<file path="src/rtl/rggen_apb_request_bridge_if.sv">
// rggen_apb_if: APB bus bundle shared by the request bridge and its slave.
interface rggen_apb_if #(
  parameter int ADDRESS_WIDTH = 8,
  parameter int BUS_WIDTH     = 32
);
  logic                     psel;
  logic                     penable;
  logic [ADDRESS_WIDTH-1:0] paddr;
  logic [2:0]               pprot;
  logic                     pwrite;
  logic [BUS_WIDTH/8-1:0]   pstrb;
  logic [BUS_WIDTH-1:0]     pwdata;
  logic                     pready;
  logic [BUS_WIDTH-1:0]     prdata;
  logic                     pslverr;
  modport master (
    output psel, penable, paddr, pprot, pwrite, pstrb, pwdata,
    input  pready, prdata, pslverr
  );
  modport slave (
    input  psel, penable, paddr, pprot, pwrite, pstrb, pwdata,
    output pready, prdata, pslverr
  );
endinterface

</file>
<file path="src/rtl/rggen_apb_request_bridge.sv">
// rggen_apb_request_bridge: turns a valid/ready request into one APB transfer, with optional access timeout.
module rggen_apb_request_bridge #(
  parameter int ADDRESS_WIDTH  = 8,
  parameter int BUS_WIDTH      = 32,
  parameter int TIMEOUT_CYCLES = 16
)(
  input  logic                     i_clk,
  input  logic                     i_rst,
  input  logic                     i_req_valid,
  output logic                     o_req_ready,
  input  logic                     i_req_write,
  input  logic [ADDRESS_WIDTH-1:0] i_req_address,
  input  logic [BUS_WIDTH-1:0]     i_req_write_data,
  input  logic [BUS_WIDTH/8-1:0]   i_req_strobe,
  output logic                     o_rsp_valid,
  input  logic                     i_rsp_ready,
  output logic [BUS_WIDTH-1:0]     o_rsp_read_data,
  output logic [1:0]               o_rsp_status,
  rggen_apb_if.master              apb_if
);
  typedef enum logic [1:0] {IDLE, SETUP, ACCESS, RESPONSE} state_e;
  state_e                   r_state;
  state_e                   w_next;
  logic                     r_write;
  logic [ADDRESS_WIDTH-1:0] r_addr;
  logic [BUS_WIDTH-1:0]     r_wdata;
  logic [BUS_WIDTH/8-1:0]   r_strb;
  logic [BUS_WIDTH-1:0]     r_rdata;
  logic [1:0]               r_status;
  logic                     w_accept;
  logic                     w_timeout;
  logic                     w_done;
  assign o_req_ready    = r_state == IDLE;
  assign o_rsp_valid    = r_state == RESPONSE;
  assign w_accept       = i_req_valid && o_req_ready;
  assign w_done         = r_state == ACCESS && (apb_if.pready || w_timeout);
  assign apb_if.psel    = r_state == SETUP || r_state == ACCESS;
  assign apb_if.penable = r_state == ACCESS;
  assign apb_if.paddr   = r_addr;
  assign apb_if.pprot   = 3'b000;
  assign apb_if.pwrite  = r_write;
  assign apb_if.pstrb   = r_strb;
  assign apb_if.pwdata  = r_wdata;
  assign o_rsp_read_data = r_rdata;
  assign o_rsp_status    = r_status;
  always_comb begin
    w_next = r_state;
    unique case (r_state)
      IDLE:     w_next = w_accept ? SETUP : IDLE;
      SETUP:    w_next = ACCESS;
      ACCESS:   w_next = w_done ? RESPONSE : ACCESS;
      RESPONSE: w_next = i_rsp_ready ? IDLE : RESPONSE;
    endcase
  end
  always_ff @(posedge i_clk or posedge i_rst) begin
    if (i_rst) r_state <= IDLE;
    else r_state <= w_next;
  end
  always_ff @(posedge i_clk or posedge i_rst) begin
    if (i_rst) begin
      r_write  <= 1'b0;
      r_addr   <= '0;
      r_wdata  <= '0;
      r_strb   <= '0;
      r_rdata  <= '0;
      r_status <= 2'b00;
    end else begin
      if (w_accept) begin
        r_write <= i_req_write;
        r_addr  <= i_req_address;
        r_wdata <= i_req_write_data;
        r_strb  <= i_req_write ? i_req_strobe : '0;
      end
      if (w_done) begin
        r_status <= apb_if.pready ? {apb_if.pslverr, 1'b0} : 2'b11;
        r_rdata  <= (apb_if.pready && !apb_if.pslverr && !r_write) ? apb_if.prdata : '0;
      end
    end
  end
  // The counter holds the number of ACCESS cycles already spent waiting.
  if (TIMEOUT_CYCLES > 0) begin : g_timeout
    localparam int CW = $clog2(TIMEOUT_CYCLES + 1);
    logic [CW-1:0] r_count;
    always_ff @(posedge i_clk or posedge i_rst) begin
      if (i_rst) r_count <= '0;
      else if (r_state == SETUP) r_count <= '0;
      else if (r_state == ACCESS && !apb_if.pready) r_count <= r_count + 1'b1;
    end
    assign w_timeout = r_state == ACCESS && !apb_if.pready && r_count == CW'(TIMEOUT_CYCLES - 1);
  end else begin : g_no_timeout
    assign w_timeout = 1'b0;
  end
endmodule
</file>
<file path="src/flat_wrapper.sv">
// flat-port wrapper written by rule: the top's interface ports become plain ports
module rggen_apb_request_bridge_flat 
#(
  parameter int ADDRESS_WIDTH  = 8,
  parameter int BUS_WIDTH      = 32,
  parameter int TIMEOUT_CYCLES = 16
)
  (i_clk, i_rst, i_req_valid, o_req_ready, i_req_write, i_req_address, i_req_write_data, i_req_strobe, o_rsp_valid, i_rsp_ready, o_rsp_read_data, o_rsp_status, apb_if_psel, apb_if_penable, apb_if_paddr, apb_if_pprot, apb_if_pwrite, apb_if_pstrb, apb_if_pwdata, apb_if_pready, apb_if_prdata, apb_if_pslverr);
  rggen_apb_if #(.ADDRESS_WIDTH(ADDRESS_WIDTH), .BUS_WIDTH(BUS_WIDTH)) apb_if_i ();
  input  logic i_clk;
  input  logic i_rst;
  input  logic i_req_valid;
  output logic o_req_ready;
  input  logic i_req_write;
  input  logic [ADDRESS_WIDTH-1:0] i_req_address;
  input  logic [BUS_WIDTH-1:0] i_req_write_data;
  input  logic [BUS_WIDTH/8-1:0] i_req_strobe;
  output logic o_rsp_valid;
  input  logic i_rsp_ready;
  output logic [BUS_WIDTH-1:0] o_rsp_read_data;
  output logic [1:0] o_rsp_status;
  output wire logic [$bits(apb_if_i.psel)-1:0] apb_if_psel;
  output wire logic [$bits(apb_if_i.penable)-1:0] apb_if_penable;
  output wire logic [$bits(apb_if_i.paddr)-1:0] apb_if_paddr;
  output wire logic [$bits(apb_if_i.pprot)-1:0] apb_if_pprot;
  output wire logic [$bits(apb_if_i.pwrite)-1:0] apb_if_pwrite;
  output wire logic [$bits(apb_if_i.pstrb)-1:0] apb_if_pstrb;
  output wire logic [$bits(apb_if_i.pwdata)-1:0] apb_if_pwdata;
  input wire logic [$bits(apb_if_i.pready)-1:0] apb_if_pready;
  input wire logic [$bits(apb_if_i.prdata)-1:0] apb_if_prdata;
  input wire logic [$bits(apb_if_i.pslverr)-1:0] apb_if_pslverr;
  assign apb_if_psel = apb_if_i.psel;
  assign apb_if_penable = apb_if_i.penable;
  assign apb_if_paddr = apb_if_i.paddr;
  assign apb_if_pprot = apb_if_i.pprot;
  assign apb_if_pwrite = apb_if_i.pwrite;
  assign apb_if_pstrb = apb_if_i.pstrb;
  assign apb_if_pwdata = apb_if_i.pwdata;
  assign apb_if_i.pready = apb_if_pready;
  assign apb_if_i.prdata = apb_if_prdata;
  assign apb_if_i.pslverr = apb_if_pslverr;
  rggen_apb_request_bridge #(.ADDRESS_WIDTH(ADDRESS_WIDTH), .BUS_WIDTH(BUS_WIDTH), .TIMEOUT_CYCLES(TIMEOUT_CYCLES)) u_core (.i_clk(i_clk), .i_rst(i_rst), .i_req_valid(i_req_valid), .o_req_ready(o_req_ready), .i_req_write(i_req_write), .i_req_address(i_req_address), .i_req_write_data(i_req_write_data), .i_req_strobe(i_req_strobe), .o_rsp_valid(o_rsp_valid), .i_rsp_ready(i_rsp_ready), .o_rsp_read_data(o_rsp_read_data), .o_rsp_status(o_rsp_status), .apb_if(apb_if_i));
endmodule
</file>
<file path="config.mk">
export PLATFORM = sky130hd
export DESIGN_NAME = rggen_apb_request_bridge_flat
export DESIGN_NICKNAME = d
export VERILOG_FILES = /design/src/rtl/rggen_apb_request_bridge_if.sv /design/src/rtl/rggen_apb_request_bridge.sv /design/src/flat_wrapper.sv
export SDC_FILE = /design/constraint.sdc
export NUM_CORES = 1
export LEC_CHECK = 0
export ABC_AREA = 1
export BUFFER_PORTS_ARGS = -buffer_cell sky130_fd_sc_hd__buf_4
export CAP_MARGIN = 20
export CORE_UTILIZATION = 43
export CTS_BUF_LIST = sky130_fd_sc_hd__clkbuf_4 sky130_fd_sc_hd__clkbuf_8
export DETAILED_ROUTE_END_ITERATION = 8
export HOLD_SLACK_MARGIN = 0.1
export PLACE_DENSITY = 0.78
export RECOVER_POWER = 50
export SYNTH_ARGS = -nofsm -noshare
export SYNTH_HDL_FRONTEND = slang
export SYNTH_SLANG_ARGS = --single-unit
</file>
<file path="constraint.sdc">
create_clock -name i_clk -period 2.4 [get_ports i_clk]
set_clock_uncertainty 0.1 [all_clocks]
set_input_delay 0.24 -clock i_clk [delete_from_list [all_inputs] [get_ports i_clk]]
set_output_delay 0.24 -clock i_clk [all_outputs]
set_load 0.005 [all_outputs]
</file>
==> impl_metrics.csv, run 1 <==
group,metric,value,unit
floorplanning,rows,32,
worst_setup_path,startpoint,"u_core.g_timeout.r_count[0]$_DFFE_PP0P_",
final_layout,multiInputGateArea,0.001159,mm2
logic_synthesis,yosysSeqAreaShare,0.6216,
worst_setup_path,crit_chain,"ha_1 > nand2_1 > nor2_1 > ha_1 > o21ai_2 > buf_4 > nand2_1 > nand2_1",
logic_synthesis,syn_area,0.003462,mm2
pwr,ir_worst_vdd,0.0005745,V
worst_setup_path,cp_slowest_cell,"dfrtp_1",
cts,htreeDepth,3,
worst_setup_path,r2r_cells,8,
worst_setup_path,crit_path_max_incr_delay,0.42,ns
floorplanning,io_pins,169,
logic_synthesis,ys_ff_latch,86,
worst_setup_path,crit_fanout,33,
pwr,p_switching,2.033,mW
worst_setup_path,cp.arrival,1.97,ns
routing,drt-initial-drc-count,83,
routing,wl_per_cell,13.46,um
worst_setup_path,timing.rr.end,"u_core.o_rsp_read_data[20]$_DFFE_PP0P_",
logic_synthesis,synth_mux_area_frac,0,
routing,final_antenna_net_count,0,
final_layout,seqCellArea,0.002152,mm2
global_route,grt_pass1_vias,3573,
final_layout,area_growth_syn_to_layout,65.70,%
placement,gp_congestion,0.7548,
final_layout,layout_common_cells,"nand2_1, buf_4, dfrtp_1",
logic_synthesis,synth-compound-area-share,0.02024,
timing,finalSetupTns,0,ns
worst_setup_path,critPathMostFrequentCell,"nand2_1",
pwr,clkPwrFrac,0.173,
worst_setup_path,r2r_setup_slack,0.61,ns
logic_synthesis,synth_adder_area_share,0.02168,
floorplanning,die_h,91.73,um
routing,routed_wl,10010,um
pwr,p_seq_frac,0.430,
logic_synthesis,synthSimpleGateAreaFrac,0.2870,
global_route,grt_max_degree,37,
routing,drt_first_pass_iters,4,
cts,cts_buffers,9,
timing,finalHoldViolations,0,
global_route,track_usage,0.2504,
floorplanning,initial_utilization,0.4457,
logic_synthesis,yosys.area.top_type,"dfrtp_1",
routing,vias_per_cell,4.624,
final_layout,final_common_cell,"nand2_1",
cts,cts_resized,0,
pwr,power_density,1008,mW/mm2
pwr,power.leakage,3.141,nW
cts,cts.sinks,86,
timing,min_period,1.787,ns
logic_synthesis,synth_cell_types,24,
final_layout,post-route-util,0.7386,
pwr,p_comb_frac,0.397,
worst_setup_path,start_kind,"flop",
final_layout,drive_above_1_share,0.2960,
cts,clk_pin_slew,0.09,ns
timing,tightest_slew,0.9218,ns
final_layout,diodes,0,
timing,max_slew_margin,0.3821,
logic_synthesis,syn_avg_cell_area,8.900,um2
placement,dpl.hpwl,5878,um
logic_synthesis,synth_top_cell_area_share,0.6216,
timing,finalCritPeriodShare,0.7446,
timing,rsz0062_at_grt,"no",
cts,cts_tree,"built",
logic_synthesis,netlist_instances,389,
final_layout,num-fill-cells,527,
global_route,grt_pass1_wl,16760,um
run_status,status,"finished, final reports clean",
cts,cts_buffer_depth,2,
pwr,switching_share,0.3517,
cts,clk_latency,0.33,ns
timing,slew_viol_final,0,
final_layout,nets,726,
worst_setup_path,required,2.58,ns
timing,max_freq,0.5596,GHz
logic_synthesis,synth-xor-area-share,0.002530,
hold_path,hold_path_depth,4,
floorplanning,die_area,0.008414,mm2
worst_setup_path,path_class,"flop to flop",
logic_synthesis,ys_top_cells_by_area,"dfrtp_1, nand2_1, ha_1, nand2_2, inv_1",
hold_path,hp-class,"input pin to flop",
job,maxCapViolations,0,
floorplanning,die_w,91.73,um
routing,dr_total_vias,3440,
global_route,gr-total-overflow,0,
timing,setup_viol,0,
placement,port_buffers,165,
worst_setup_path,crit_end,"u_core.o_rsp_read_data[20]$_DFFE_PP0P_",
worst_setup_path,cp-end-kind,"flop",
pwr,p_int,3.747,mW
cts,cts_setup_buffers,0,
worst_setup_path,r2r_start,"u_core.g_timeout.r_count[0]$_DFFE_PP0P_",
floorplanning,core-area,0.007767,mm2
global_route,antenna_found_initial,0,
routing,post-route-drc-count,0,
logic_synthesis,yosys_warnings,0,
logic_synthesis,synth_top_family_by_area,"simple AND/OR/NAND/NOR gates",
cts,cts_root_buffer,"clkbuf_8",
==> cell type report <==
class	count	area share
clock inverter	7	0.01265
sequential	86	0.3751
multi-input combinational	275	0.2020
timing repair buffer	253	0.3583
tap	102	0.02225
clock buffer	9	0.02159
inverter	12	0.008070
==> cells in the mapped netlist (all sizes together) <==
cell type / number
xor2: 1
o21bai: 1
o22ai: 1
inv: 12
nand2: 243
conb: 1
clkbuf: 5
nand3: 3
o21ai: 8
dfrtp: 86
nand4: 1
nor2: 6
o21a: 1
a21oi: 1
buf: 13
ha: 6
==> how the worst min path moves through the flow <==
stage                                        endpoint  slack [ns]              start
2_1_floorplan  u_core.o_rsp_read_data[20]$_DFFE_PP0P_        0.24  apb_if_prdata[20]
3_3_place_gp       u_core.apb_if.paddr[2]$_DFFE_PP0P_        0.20              i_rst
3_5_place_dp       u_core.apb_if.paddr[2]$_DFFE_PP0P_        0.20              i_rst
4_1_cts                   u_core.r_state[0]$_DFF_PP0_        0.13        i_rsp_ready
5_1_grt                   u_core.r_state[0]$_DFF_PP0_        0.16        i_rsp_ready
6_report                  u_core.r_state[0]$_DFF_PP0_        0.13        i_rsp_ready
==> repair_timing <==
item,CTS,global route
hold endpoints to repair,95,0
hold buffers,80,0
endpoints found under the setup margin,0,0
==> kinds of logic (layout without fill, tap and decap cells) <==
logic type | count (synthesis) | count (layout)
compound gates | 12 | 12
flops | 86 | 86
buf+inv | 30 | 281
simple gates | 253 | 253
other cells | 1 | 3
xor+xnor | 1 | 1
fa+ha+maj | 6 | 6
==> power groups by stage <==
stage,clock network (mW),logic [mW],registers [mW]
2_1_floorplan,0,0.904,2.50
3_3_place_gp,0,2.22,2.48
5_1_grt,1.08,2.58,2.55
3_5_place_dp,0,2.29,2.49
4_1_cts,1.03,2.39,2.48
6_report,1.00,2.29,2.48
==> stage by stage <==
stage               total power [mW]  hold slack (ns)  cell area (um2)  std cells  setup WS (ns)
floorplan                      3.407           0.2439             3473        391         0.8150
global placement               4.698           0.1977             4798        648         0.7133
detailed placement             4.778           0.1952             4798        648         0.6501
CTS                            5.903           0.1276             5796        744         0.6265
global route                   6.219           0.1592             5737        744         0.4497
finish                         5.780           0.1350             5737        744         0.6129
==> worst max-delay path: cells and delay by family (launching register included) <==
kind / cells / cell delay [ns]
adders and majority gates: 2 / 0.41
and+or+nand+nor: 4 / 0.33
buffers and inverters: 1 / 0.33
AOI/OAI and AO/OA: 1 / 0.13
DFF: 1 / 0.42
==> sequential cells by signal, summed over array words and instances, names as in the netlist <==
signal / cells
u_core.apb_if.pwrite: 1
u_core.apb_if.pwdata: 32
u_core.r_state: 2
u_core.o_rsp_read_data: 32
u_core.apb_if.pstrb: 4
u_core.g_timeout.r_count: 5
u_core.o_rsp_status: 2
u_core.apb_if.paddr: 8
==> layer usage <==
metal / part of all wire / GRT usage / wire (um)
met1: 0.42 / 0.3158 / 4243
met2: 0.47 / 0.4179 / 4728
met3: 0.090 / 0.07380 / 903
met4: 0.014 / 0.07552 / 137
met5: 0 / 0 / 0
Note: power is estimated with default switching activity, not from simulation.
==> run 2, diff against run 1 <==
CORE_UTILIZATION = 45   (was 43)
clock period = 1.8 ns   (was 2.4 ns; I/O delays follow)
==> impl_metrics.csv, run 2 (synthesized netlist as in run 1, its figures left out) <==
group,metric,value,unit
run_status,status,"finished, final reports clean",
final_layout,post-route-util,0.8063,
cts,clk_pin_slew,0.08,ns
floorplanning,die_area,0.008048,mm2
placement,postPlaceCellArea,0.004845,mm2
worst_setup_path,required,1.98,ns
global_route,gr-total-overflow,0,
final_layout,drive_above_1_share,0.3029,
final_layout,layout_common_cells,"nand2_1, buf_4, dfrtp_1",
final_layout,nets,731,
timing,fin_ws,0.02423,ns
routing,post-route-drc-count,0,
worst_setup_path,start_kind,"flop",
routing,drt-initial-drc-count,137,
timing,finalHoldViolations,0,
worst_setup_path,critPathMostFrequentCell,"nand2_1",
floorplanning,core-area,0.007331,mm2
cts,cts.sinks,86,
final_layout,diodes,0,
timing,slew_viol_final,0,
pwr,power.leakage,3.230,nW
placement,gp_congestion,0.7586,
timing,tightest_slew,1.192,ns
pwr,power_density,1359,mW/mm2
timing,finalSetupTns,0,ns
job,maxCapViolations,0,
final_layout,final_area,0.005911,mm2
global_route,antenna_found_initial,0,
global_route,grt_max_degree,35,
pwr,ir_worst_vdd,0.0009717,V
floorplanning,die_w,89.71,um
pwr,p_total,8.035,mW
worst_setup_path,cp-end-kind,"flop",
worst_setup_path,crit_fanout,16,
floorplanning,io_pins,169,
worst_setup_path,r2r_setup_slack,0.02,ns
worst_setup_path,path_class,"flop to flop",
floorplanning,die_h,89.71,um
global_route,grt_pass1_wl,17460,um
cts,cts_tree,"built",
placement,port_buffers,165,
routing,final_antenna_net_count,0,
floorplanning,initial_utilization,0.4723,
routing,dr_total_vias,3589,
placement,post-place-ws,0.1063,ns
cts,clk_latency,0.34,ns
timing,setup_viol,0,
worst_setup_path,cp_slowest_cell,"dfrtp_1",
routing,routed_wl,11000,um
cts,cts_buffers,9,
placement,dpl.hpwl,5960,um
routing,vias_per_cell,4.811,
hold_path,hp-class,"input pin to flop",
cts,htreeDepth,3,
worst_setup_path,r2r_start,"u_core.g_timeout.r_count[1]$_DFFE_PP0P_",
worst_setup_path,cp.arrival,1.96,ns
global_route,grt_pass1_vias,3549,
routing,wl_per_cell,14.74,um
hold_path,hold_start,"i_req_valid",
cts,cts_root_buffer,"clkbuf_8",
cts,cts_buffer_depth,2,
timing,min_period,1.776,ns
timing,max_slew_margin,0.2007,
global_route,track_usage,0.2731,
routing,drt_first_pass_iters,4,
worst_setup_path,crit_chain,"ha_2 > nand2_1 > nor2_1 > ha_1 > o21ai_4 > buf_12 > clkbuf_16 > nand2_1 > nand2_1",
final_layout,area_growth_syn_to_layout,70.73,%
timing,max_freq,0.5631,GHz
final_layout,final_common_cell,"nand2_1",
timing,finalCritPeriodShare,0.9865,
worst_setup_path,crit_path_max_incr_delay,0.42,ns
floorplanning,rows,31,
worst_setup_path,startpoint,"u_core.g_timeout.r_count[1]$_DFFE_PP0P_",
-- run 2: cell types whose count changed in the layout (fill, tap and decap cells not counted), moves of 2 or more --
cell	before	now
clkbuf_8	9	11
buf_4	94	92
buf_12	1	6
clkbuf_16	0	3
clkbuf_4	63	60
clkinvlp_4	2	0
-- run 2: final cells by class --
cell class                 instances  area (um2)
clock inverter                     5       57.56
inverter                          12       46.29
fill                             418        1420
clock buffer                      11       151.4
multi-input combinational        275        1171
tap                               99       123.9
sequential                        86        2152
timing repair buffer             258        2208
-- run 2: final timing paths --
| kind | to | cells past startpoint |
|---|---|---|
| max | u_core.o_rsp_read_data[9]$_DFFE_PP0P_ | 9 |
| min | u_core.apb_if.paddr[6]$_DFFE_PP0P_ | 4 |
| max reg2reg | u_core.o_rsp_read_data[9]$_DFFE_PP0P_ | 9 |
| min reg2reg | u_core.o_rsp_read_data[25]$_DFFE_PP0P_ | 2 |
| max in group asynchronous | u_core.g_timeout.r_count[3]$_DFFE_PP0P_ | 4 |
| min in group asynchronous | u_core.apb_if.pwdata[30]$_DFFE_PP0P_ | 3 |
-- run 2: what timing repair did --
item	CTS	global route
buffers inserted	0	2
gates resized for setup	0	4
endpoints found under the hold margin	103	0
hold buffers	80	0
setup endpoints to repair	0	39
-- run 2: per-layer routing --
metal  vias to the layer above  wire (um)  share of wire  global-route usage
met3                        36        825          0.075             0.06937
met5                         -          0              0                   0
li1                       1672          -              -                   -
met2                       188       5382           0.49              0.4551
met4                         0        366          0.033              0.1230
met1                      1693       4422           0.40              0.3348
-- run 2: critical path: cells and delay by family (launching register included) --
family	cells	cell delay, ns
buffers and inverters	2	0.32
and+or+nand+nor	4	0.27
AOI/OAI and AO/OA	1	0.19
DFF	1	0.42
adders and majority gates	2	0.42
-- run 2: report_power, final --
part	internal, mW	switching, mW
combinational	1.71	1.62
sequential	2.78	0.543
clock	0.717	0.660
-- run 2: stage by stage --
| step | hold slack, ns | instances |
|---|---|---|
| 2_1_floorplan | 0.1839 | 391 |
| 3_3_place_gp | 0.1742 | 645 |
| 3_5_place_dp | 0.1855 | 645 |
| 4_1_cts | 0.1141 | 741 |
| 5_1_grt | 0.1203 | 746 |
| 6_report | 0.1158 | 746 |
==> run 3, diff against run 2 <==
SETUP_SLACK_MARGIN = 0.15   (was unset)
==> impl_metrics.csv, run 3 (synthesized netlist as in run 1, its figures left out) <==
group,metric,value,unit
placement,post-place-ws,0.1063,ns
placement,dpl.hpwl,5960,um
hold_path,hold_start,"apb_if_pready",
worst_setup_path,r2r_setup_slack,0.11,ns
global_route,busiest_layer,"met2",
placement,gp_congestion,0.7586,
floorplanning,die_w,89.71,um
final_layout,post-route-util,0.8220,
run_status,status,"finished, final reports clean",
global_route,antenna_found_initial,0,
timing,finalCritPeriodShare,0.9385,
global_route,gr-total-overflow,0,
routing,drt-initial-drc-count,152,
cts,cts.sinks,86,
routing,wl_per_cell,15.32,um
cts,cts_tree,"built",
global_route,met2_usage,0.4788,
hold_path,holdPathEnd,"u_core.o_rsp_status[1]$_DFFE_PP0P_",
cts,htreeDepth,3,
hold_path,hold_path_depth,5,
global_route,grtUsageMet1,0.3501,
worst_setup_path,r2r_start,"u_core.g_timeout.r_count[1]$_DFFE_PP0P_",
timing,setup_viol,0,
cts,cts_buffers,9,
final_layout,final_common_cell,"nand2_1",
final_layout,drive_above_1_share,0.3410,
floorplanning,initial_utilization,0.4723,
global_route,grt_pass1_wl,18190,um
worst_setup_path,cp.arrival,1.87,ns
timing,fin_ws,0.1107,ns
worst_setup_path,start_kind,"flop",
global_route,track_usage,0.2845,
cts,cts_buffer_depth,2,
final_layout,layout_common_cells,"nand2_1, buf_4, dfrtp_1",
routing,post-route-drc-count,0,
floorplanning,io_pins,169,
final_layout,area_growth_syn_to_layout,74.05,%
worst_setup_path,required,1.98,ns
global_route,grt_max_degree,35,
final_layout,final_area,0.006026,mm2
timing,slew_viol_final,0,
worst_setup_path,cp-end-kind,"flop",
worst_setup_path,crit_fanout,8,
job,maxCapViolations,0,
placement,port_buffers,165,
worst_setup_path,r2r_cells,9,
routing,final_antenna_net_count,0,
pwr,power.leakage,3.261,nW
timing,max_freq,0.5920,GHz
final_layout,nets,738,
final_layout,diodes,0,
cts,clk_latency,0.34,ns
routing,vias_per_cell,4.847,
global_route,met3_usage,0.06937,
floorplanning,die_h,89.71,um
timing,finalHoldViolations,0,
global_route,grt_pass1_vias,3669,
worst_setup_path,path_class,"flop to flop",
floorplanning,core-area,0.007331,mm2
cts,cts_root_buffer,"clkbuf_8",
routing,routed_wl,11540,um
hold_path,hp-class,"input pin to flop",
pwr,p_total,8.215,mW
worst_setup_path,timing.rr.end,"u_core.o_rsp_read_data[20]$_DFFE_PP0P_",
routing,dr_total_vias,3650,
cts,clk_pin_slew,0.08,ns
floorplanning,rows,31,
routing,drt_first_pass_iters,6,
timing,rsz0062_at_grt,"yes",
timing,finalSetupTns,0,ns
timing,min_period,1.689,ns
timing,max_slew_margin,0.1874,
pwr,power_density,1363,mW/mm2
placement,postPlaceCellArea,0.004845,mm2
pwr,ir_worst_vdd,0.0009315,V
timing,tightest_slew,1.212,ns
floorplanning,die_area,0.008048,mm2
run 3: cell types whose count changed in the layout (fill, tap and decap cells not counted), moves of 2 or more:
cell / change
ha_2: +3
buf_6: +2
nand2_4: +3
clkbuf_1: +2
buf_4: +5
nand2_2: +16
ha_1: -3
nand2_1: -19
clkbuf_4: -2
run 3: stage by stage:
| stage | hold WS [ns] | cells |
|---|---|---|
| floorplan | 0.1839 | 391 |
| global placement | 0.1742 | 645 |
| detailed placement | 0.1855 | 645 |
| CTS | 0.1047 | 745 |
| global route | 0.1957 | 753 |
| finish | 0.1789 | 753 |
run 3: worst max-delay path, cell delays in order, from the launching register on:
cell	delay [ns]
dfrtp_1	0.40
ha_2	0.20
nand2_2	0.08
nor2_1	0.04
ha_2	0.18
o21ai_4	0.20
buf_6	0.15
clkbuf_16	0.16
nand2_1	0.06
nand2_1	0.06
run 3: cell type report:
class,count,area (um2)
timing repair buffer,265,2253
clock inverter,5,57.56
clock buffer,11,151.4
inverter,12,46.29
tap,99,123.9
sequential,86,2152
fill,399,1305
multi-input combinational,275,1241
run 3: layer usage:
layer,vias up,part of all wire
met2,196,0.50
li1,1692,-
met5,-,0
met1,1728,0.39
met4,0,0.030
met3,34,0.080
run 3: power breakdown:
part	leakage [nW]	switching (mW)	internal [mW]	total, mW
Clock	0.109	0.663	0.718	1.38
Sequential	1.11	0.566	2.78	3.35
Combinational	2.04	1.70	1.79	3.48
run 3: worst max path at each step:
stage | from | endpoint | slack, ns
after floorplan | u_core.g_timeout.r_count[0]$_DFFE_PP0P_ | u_core.o_rsp_read_data[0]$_DFFE_PP0P_ | 0.21
after global placement | u_core.r_state[0]$_DFF_PP0_ | u_core.apb_if.pwdata[16]$_DFFE_PP0P_ | 0.16
after detailed placement | u_core.r_state[0]$_DFF_PP0_ | u_core.r_state[0]$_DFF_PP0_ | 0.11
after CTS | u_core.g_timeout.r_count[0]$_DFFE_PP0P_ | u_core.o_rsp_read_data[5]$_DFFE_PP0P_ | 0.12
after global routing | u_core.g_timeout.r_count[1]$_DFFE_PP0P_ | u_core.o_rsp_read_data[20]$_DFFE_PP0P_ | 0.04
final | u_core.g_timeout.r_count[1]$_DFFE_PP0P_ | u_core.o_rsp_read_data[20]$_DFFE_PP0P_ | 0.11
run 3: timing repair:
item | in CTS | in global routing
buffers inserted | 3 | 5
hold buffers | 80 | 1
cloned | 1 | 2
endpoints found under the hold margin | 103 | 6
pin swaps | 0 | 18
gates resized for setup | 5 | 28
setup endpoints to repair | 75 | 81
